`src/rtl/pipe_hazard_ctrl.sv`:
```
// Stall/flush sequencer for the 5-stage pipeline.
// Resolves load-use, MUL/DIV occupancy and data-memory wait hazards.
module pipe_hazard_ctrl #(
  parameter int REG_W      = 5,
  parameter int MULDIV_LAT = 4,
  parameter int CNT_W      = 32
) (
  input  logic             Clk,
  input  logic             Reset,
  input  logic [REG_W-1:0] id_rs,
  input  logic [REG_W-1:0] id_rt,
  input  logic             id_uses_rs,
  input  logic             id_uses_rt,
  input  logic             ex_mem_read,
  input  logic [REG_W-1:0] ex_rd,
  input  logic             ex_is_muldiv,
  input  logic             id_branch_taken,
  input  logic             dmem_req,
  input  logic             dmem_ready,
  output logic             stall_pc,
  output logic             stall_ifid,
  output logic             stall_idex,
  output logic             stall_exmem,
  output logic             stall_memwb,
  output logic             bubble_idex,
  output logic             bubble_exmem,
  output logic             flush_ifid,
  output logic             muldiv_busy,
  output logic [CNT_W-1:0] stall_cycles
);

  localparam int MC_W = $clog2(MULDIV_LAT);
  localparam logic [MC_W-1:0] MC_INIT =
    MC_W'(MULDIV_LAT - 2);

  typedef enum logic [1:0] {
    RUN,
    MULDIV,
    MEMWAIT
  } state_t;

  state_t          state;
  state_t          state_nx;
  logic            saved_md;
  logic            saved_nx;
  logic [MC_W-1:0] mcnt;
  logic [MC_W-1:0] mcnt_nx;

  logic memstall;
  logic load_use;
  logic rs_hit;
  logic rt_hit;
  logic eff_md;
  logic mcnt_zero;
  logic md_hold;
  logic lu_hold;
  logic sel_mem;
  logic sel_md_run;
  logic sel_md_last;
  logic sel_md_start;
  logic sel_idle;
  logic spc;
  logic sid;

  assign memstall  = dmem_req & ~dmem_ready;
  assign mcnt_zero = (mcnt == '0);

  // Leaving MEMWAIT behaves as the saved state in the release cycle.
  assign eff_md = (state == MULDIV)
                | ((state == MEMWAIT) & saved_md);

  assign rs_hit = id_uses_rs & (id_rs == ex_rd);
  assign rt_hit = id_uses_rt & (id_rt == ex_rd);

  assign load_use = ex_mem_read
                  & (ex_rd != '0)
                  & (rs_hit | rt_hit);

  assign sel_mem      = memstall;
  assign sel_md_run   = ~memstall & eff_md & ~mcnt_zero;
  assign sel_md_last  = ~memstall & eff_md & mcnt_zero;
  assign sel_md_start = ~memstall & ~eff_md & ex_is_muldiv;
  assign sel_idle     = ~memstall & ~eff_md & ~ex_is_muldiv;

  always_comb begin
    state_nx = state;
    saved_nx = saved_md;
    mcnt_nx  = mcnt;
    md_hold  = 1'b0;
    lu_hold  = 1'b0;
    unique case (1'b1)
      sel_mem: begin
        state_nx = MEMWAIT;
        if (state != MEMWAIT) begin
          saved_nx = (state == MULDIV);
        end
      end
      sel_md_run: begin
        md_hold  = 1'b1;
        mcnt_nx  = mcnt - 1'b1;
        state_nx = MULDIV;
      end
      sel_md_last: begin
        lu_hold  = load_use;
        state_nx = RUN;
      end
      sel_md_start: begin
        md_hold  = 1'b1;
        mcnt_nx  = MC_INIT;
        state_nx = MULDIV;
      end
      sel_idle: begin
        lu_hold  = load_use;
        state_nx = RUN;
      end
      default: begin
        state_nx = RUN;
      end
    endcase
  end

  assign spc = memstall | md_hold | lu_hold;
  assign sid = memstall | md_hold;

  assign stall_pc     = Reset & spc;
  assign stall_ifid   = Reset & spc;
  assign stall_idex   = Reset & sid;
  assign stall_exmem  = Reset & memstall;
  assign stall_memwb  = Reset & memstall;
  assign bubble_idex  = Reset & lu_hold;
  assign bubble_exmem = Reset & md_hold;
  assign flush_ifid   = Reset & id_branch_taken & ~spc;
  assign muldiv_busy  = Reset & eff_md;

  always_ff @(posedge Clk or negedge Reset) begin
    if (!Reset) begin
      state    <= RUN;
      saved_md <= 1'b0;
      mcnt     <= '0;
    end else begin
      state    <= state_nx;
      saved_md <= saved_nx;
      mcnt     <= mcnt_nx;
    end
  end

  always_ff @(posedge Clk or negedge Reset) begin
    if (!Reset) begin
      stall_cycles <= '0;
    end else if (stall_pc) begin
      stall_cycles <= stall_cycles + 1'b1;
    end
  end

endmodule

```
`config.mk`:
```
export PLATFORM = sky130hd
export DESIGN_NAME = pipe_hazard_ctrl
export DESIGN_NICKNAME = d
export VERILOG_FILES = /design/src/rtl/pipe_hazard_ctrl.sv
export SDC_FILE = /design/constraint.sdc
export NUM_CORES = 1
export LEC_CHECK = 0
export BUFFER_PORTS_ARGS = -buffer_cell sky130_fd_sc_hd__buf_2
export CAP_MARGIN = 40
export CORE_ASPECT_RATIO = 0.6
export CORE_MARGIN = 1.5
export CORE_UTILIZATION = 51
export CTS_CLUSTER_SIZE = 24
export DETAILED_ROUTE_END_ITERATION = 7
export PLACE_DENSITY = 0.8
export SYNTH_ARGS = -nofsm -noshare
export SYNTH_HDL_FRONTEND = slang
export SYNTH_SLANG_ARGS = --single-unit
```
`constraint.sdc`:
```
create_clock -name Clk -period 2.3 [get_ports Clk]
set_clock_uncertainty 0.05 [all_clocks]
set_input_delay 0.345 -clock Clk [delete_from_list [all_inputs] [get_ports Clk]]
set_output_delay 0.345 -clock Clk [all_outputs]
set_load 0.01 [all_outputs]
```
==> After elaboration in Yosys (flattened, before gate mapping) <==
Index checks and enable logic that the tools add are counted.
{ "totals": {"regBits": 37, "inputBits": 24, "output_inout_bits": 41, "word_cells": 51} }
{ "classes": {"add_sub_neg": 2, "n_eq_ne": 5, "mux": 4, "bitwise": 30, "n_reduce_logical": 6} }
{ "op_table": {"columns": ["op", "count"], "rows": [
  ["$add 32x1->32 const B", 1],
  ["$and 1x1->1", 20],
  ["$eq 5x5->1", 2],
  ["$pmux 2 s2", 2],
  ["$not 1->1", 6],
  ["$reduce_bool 5->1", 1],
  ["$or 1x1->1", 4],
  ["$reduce_or 2->1", 2],
  ["$eq 2x1->1 const B", 1],
  ["$eq 2x2->1 const B", 1],
  ["$logic_not 2->1", 1],
  ["$mux 1", 2],
  ["$ne 2x2->1 const B", 1],
  ["$reduce_and 2->1", 1],
  ["$reduce_bool 2->1", 1],
  ["$sub 2x1->2 const B", 1]
]} }

==> Logic depth before layout (Yosys ltp) <==
{ "logic_depth": {"depth_word": 12, "depth_mapped": 8, "ltp_nobuf": 7} }

==> Worst setup path after synthesis <==
OpenSTA, ideal clock, no wires.
{ "synth_path": {"path_type": "input to output", "from": "input port ex_rd[0]", "to": "output port stall_pc", "arrival_ns": 1.675, "required_time_ns": 1.905, "setup_slack_ns": 0.230, "path_stages": 7, "path_cell_list": "or4_1 > o21ai_2 > nor2_1 > a22oi_4 > buf_6 > inv_1 > buf_4"} }
{ "synth_via": {"elab_chain_len": 7} }
{ "synth_lines": {"columns": ["element", "line", "rtl"], "rows": [
  ["from (decl)", "15", "input logic [REG_W-1:0] ex_rd,"],
  ["$eq 5x5->1, on equally long branches", "72, 73", null],
  ["$and 1x1->1, on equally long branches", "72, 73", null],
  ["$or 1x1->1", "77", "& (rs_hit | rt_hit);"],
  ["$and 1x1->1 (*)", "77", null],
  ["$mux 1 (*)", "91", "unique case (1'b1)"],
  ["$or 1x1->1 (*)", "122", "assign spc = memstall | md_hold | lu_hold;"],
  ["$and 1x1->1 (*)", null, null],
  ["to (decl)", "20", "output logic stall_pc,"]
]} }
Mark *: on every way between the ends. The rest lies on a longest branch, timed or not.

==> Worst setup path after layout <==
{ "layout_path": {"from": "register state[0]", "to": "output port bubble_idex"} }
{ "layout_via": {"elab_chain_len": 9} }
{ "layout_lines": {"columns": ["element", "line", "rtl"], "rows": [
  ["from (decl)", "42", "state_t state;"],
  ["from (signal assigned)", "141", "state <= state_nx;"],
  ["$eq 2x2->1", "70", "| ((state == MEMWAIT) & saved_md);"],
  ["$and 1x1->1", "70", null],
  ["$or 1x1->1 (*)", "70", null],
  ["$not 1->1", "83", "assign sel_idle = ~memstall & ~eff_md & ~ex_is_muldiv;"],
  ["$and 1x1->1 (2 in series)", "83", null],
  ["$reduce_or 2->1 (no source line) (*)", null, null],
  ["$mux 1 (*)", "91", null],
  ["$and 1x1->1 (*)", "130", "assign bubble_idex = Reset & lu_hold;"],
  ["to (decl)", "25", "output logic bubble_idex,"]
]} }
Marks and branches as above.

==> summary.md <==
| Metric | Value |
|---|---|
| DR vias/cell | roughly 5.3 |
| Placed cells | 316 |
| Status | completed |
| Top-count cell post-synth | dfrtp_1 |
| Synthesis-to-layout area growth | 26.2% |
| Final instance area | roughly 2600 um^2 |
| Ports | between 60 and 70 |
| Setup crit end kind | primary output |
| Post-synth EDFFs | 0 |
| Die footprint | between 4000 and 5000 um^2 |
| Setup TNS | 0 ps |
| HP Class | input port to asynchronous set/reset pin |
| Non-filler instance count after layout | ~330 |
| Adder-cell share of the synthesized area | 1.20% |
| Drt pass-1 iters | 4 |
| Site Rows | 17 |
| Synth Area in Compound Gates | 4.84% |
| Syn Nets | 232 |
| Worst slack, placed | 101 ps |
| Routed WL | 4980 um |
| Largest family of logic cells by synthesized area | simple AND/OR/NAND/NOR gates |
| Final worst-path cycle share | 95.6% |
| Post-synthesis sequential area ratio | between 40% and 50% |
| Post-synthesis cell type count | 38 |
| Post-synth top area share | about 44% |
| # setup viols final | 0 |
| Power Dens Cells | ~860 nW/um^2 |
| Clk root buf | clkbuf_8 |
| Flops & latches, synth | 37 |
| Minimum clock period | between 2000 and 2500 ps |
| CTS Sinks | 37 |
| Diodes inserted | 0 |
| Worst-case clock buffer depth | 2 |
| Synth area leader | dfrtp_1 |
| Core ar. | 3810 um^2 |
| Post-Syn Area per Cell | about 10 um^2 |
| Clk slew on worst S/H paths | ~80 ps |
| Total grt overflow | 0 |
| Max-slew violation count | 0 |
| CP required | 1900 ps |
| First-pass GRT wire length | between 7000 and 8000 um |
| Cell count after synthesis | between 200 and 250 |
| Fmax | roughly 450 MHz |
| Yosys warning count | 0 |
| Top post-synthesis cells by area | dfrtp_1 (44%), xor2_1 (12%), xnor2_1 (5.4%) |
| DRT antenna net count | 0 |
| GPL Wtd Cong | ~0.83 |
| Leakage power total | between 1 and 1.5 nW |
| Fin Hold WS | 361 ps |
| Simple-Gate Fraction of Synth Area | around a quarter |
| Initial Utilization | 55.0% |
| DR WL/cell | between 15 and 20 um |
| Gr usage total | a little under a quarter |
| H-tree levels | 2 |
| CP max FO | 4 |
| Setup CP Type | register to primary output |
| Worst VDD drop | between 0.0006 and 0.0007 V |
| Most common library cells after synthesis | dfrtp_1 (37), xor2_1 (28), nand2_1 (20), nor2_1 (14), xnor2_1 (13) |
| Die Span X | 85.7 um |
| Initial antenna violation count | 0 |
| Fillcell total | around 300 |
| Die H | 52.6 um |
| # port buffers | between 60 and 70 |
| CTS tree | done |
| Detailed-route via count | between 1500 and 2000 |
| Hold Fails Final Rpt | 0 |
| Residual DRC | 0 |
| Post-Syn Area | around 2100 um^2 |
| Actual slew at the worst max-slew pin | around 390 ps |
| Slack of the critical path | between 100 and 150 ps |
| Final layout net count | between 300 and 400 |
| Vias in the first global route | around 1600 |
| Total power | about 2.3 mW |
| Worst Path Arrival | approximately 1800 ps |
| Top FF cell, synth | dfrtp_1 |
| Number of max-cap violations | 0 |
| Largest net degree at the start of global routing | 23 |
| XOR/XNOR Fraction of Synth Area | around 17% |
| Ys async rst share | 100% |
| DR iter-0 viols | roughly 140 |
| Share of layout cells above drive strength 1 | a little under two fifths |
| Mux share of post-synthesis cell area | under 10% |
| Placed instance area | between 2000 and 2500 um^2 |
| Clock buffers created by TritonCTS | 5 |
| Final core utilization | between 60% and 70% |
| Crit start category | register |
| Clock Latency Late Sink | 290 ps |
| Max_slew headroom | 74.0% |
| HPWL Detailed | 3500 um |
layer usage:
| layer | up-vias | routed length (um) | track usage [%] |
|---|---|---|---|
| li1 | 848 | - | - |
| met1 | 832 | 2420 | 33.2 |
| met2 | 56 | 2200 | 34.4 |
| met3 | 8 | 266 | 7.09 |
| met4 | 0 | 95 | 10.8 |
| met5 | - | 0 | 0 |
critical path: stages (launching register included):
cell and delay (ps):
dfrtp_1 420, nand3b_4 200, and3b_4 220, or2_2 330, nand3_1 140, nor2_1 60, buf_2 140
final cells by class:
type / instances / area [um^2] / area share [%]
Sequential cell: 37 / 926 / 35.0
Multi-Input combinational cell: 151 / 1110 / 42.1
Clock inverter: 1 / 30.0 / 1.14
Clock buffer: 7 / 86.3 / 3.27
Tap cell: 47 / 58.8 / 2.23
Timing Repair Buffer: 73 / 390 / 14.8
Inverter: 10 / 37.5 / 1.42
path summary, 6_finish.rpt:
check	slack, ps	depth (start not counted)	start	to
max	100	6	state[0]	bubble_idex
min	360	2	Reset	state[1]
max reg2reg	150	8	state[0]	stall_cycles[27]
min reg2reg	420	1	stall_cycles[31]	stall_cycles[31]
max in group asynchronous	1320	3	Reset	stall_cycles[4]
min in group Clk	420	1	stall_cycles[31]	stall_cycles[31]
registers in the layout (all words and copies together), names as in the netlist:
signal / count
stall_cycles: 32
state: 2
saved_md: 1
mcnt: 2
power breakdown:
group	switching (mW)	internal, mW	total (mW)	leakage (nW)
Clock	0.238	0.354	0.591	0.0585
Combinational	0.399	0.317	0.715	0.763
Sequential	0.187	0.786	0.973	0.433
Total	0.824	1.46	2.28	1.25
cell families after synthesis:
| kind of cell | after synthesis |
|---|---|
| mux | 2 |
| compound gates | 12 |
| buf+inv | 18 |
| fa+ha+maj | 2 |
| flops | 37 |
| xor+xnor | 41 |
| simple gates | 94 |
cell usage in the layout (no fill, tap or decap), types with 7 or more instances in the layout:
master / n
buf_2: 64
buf_4: 8
dfrtp_1: 37
inv_1: 10
nand2_1: 20
nand3_1: 9
nor2_1: 13
nor3_1: 12
nor4_1: 7
nor4_2: 8
xnor2_1: 13
xor2_1: 28
timing repair:
item	in CTS	in global routing
setup endpoints to repair	3	15
hold endpoints to repair	2	0
resized for setup	1	10
hold buffers	1	0
setup buffers	1	0
pin swaps	1	0
Power figures use the tool's default switching activity.
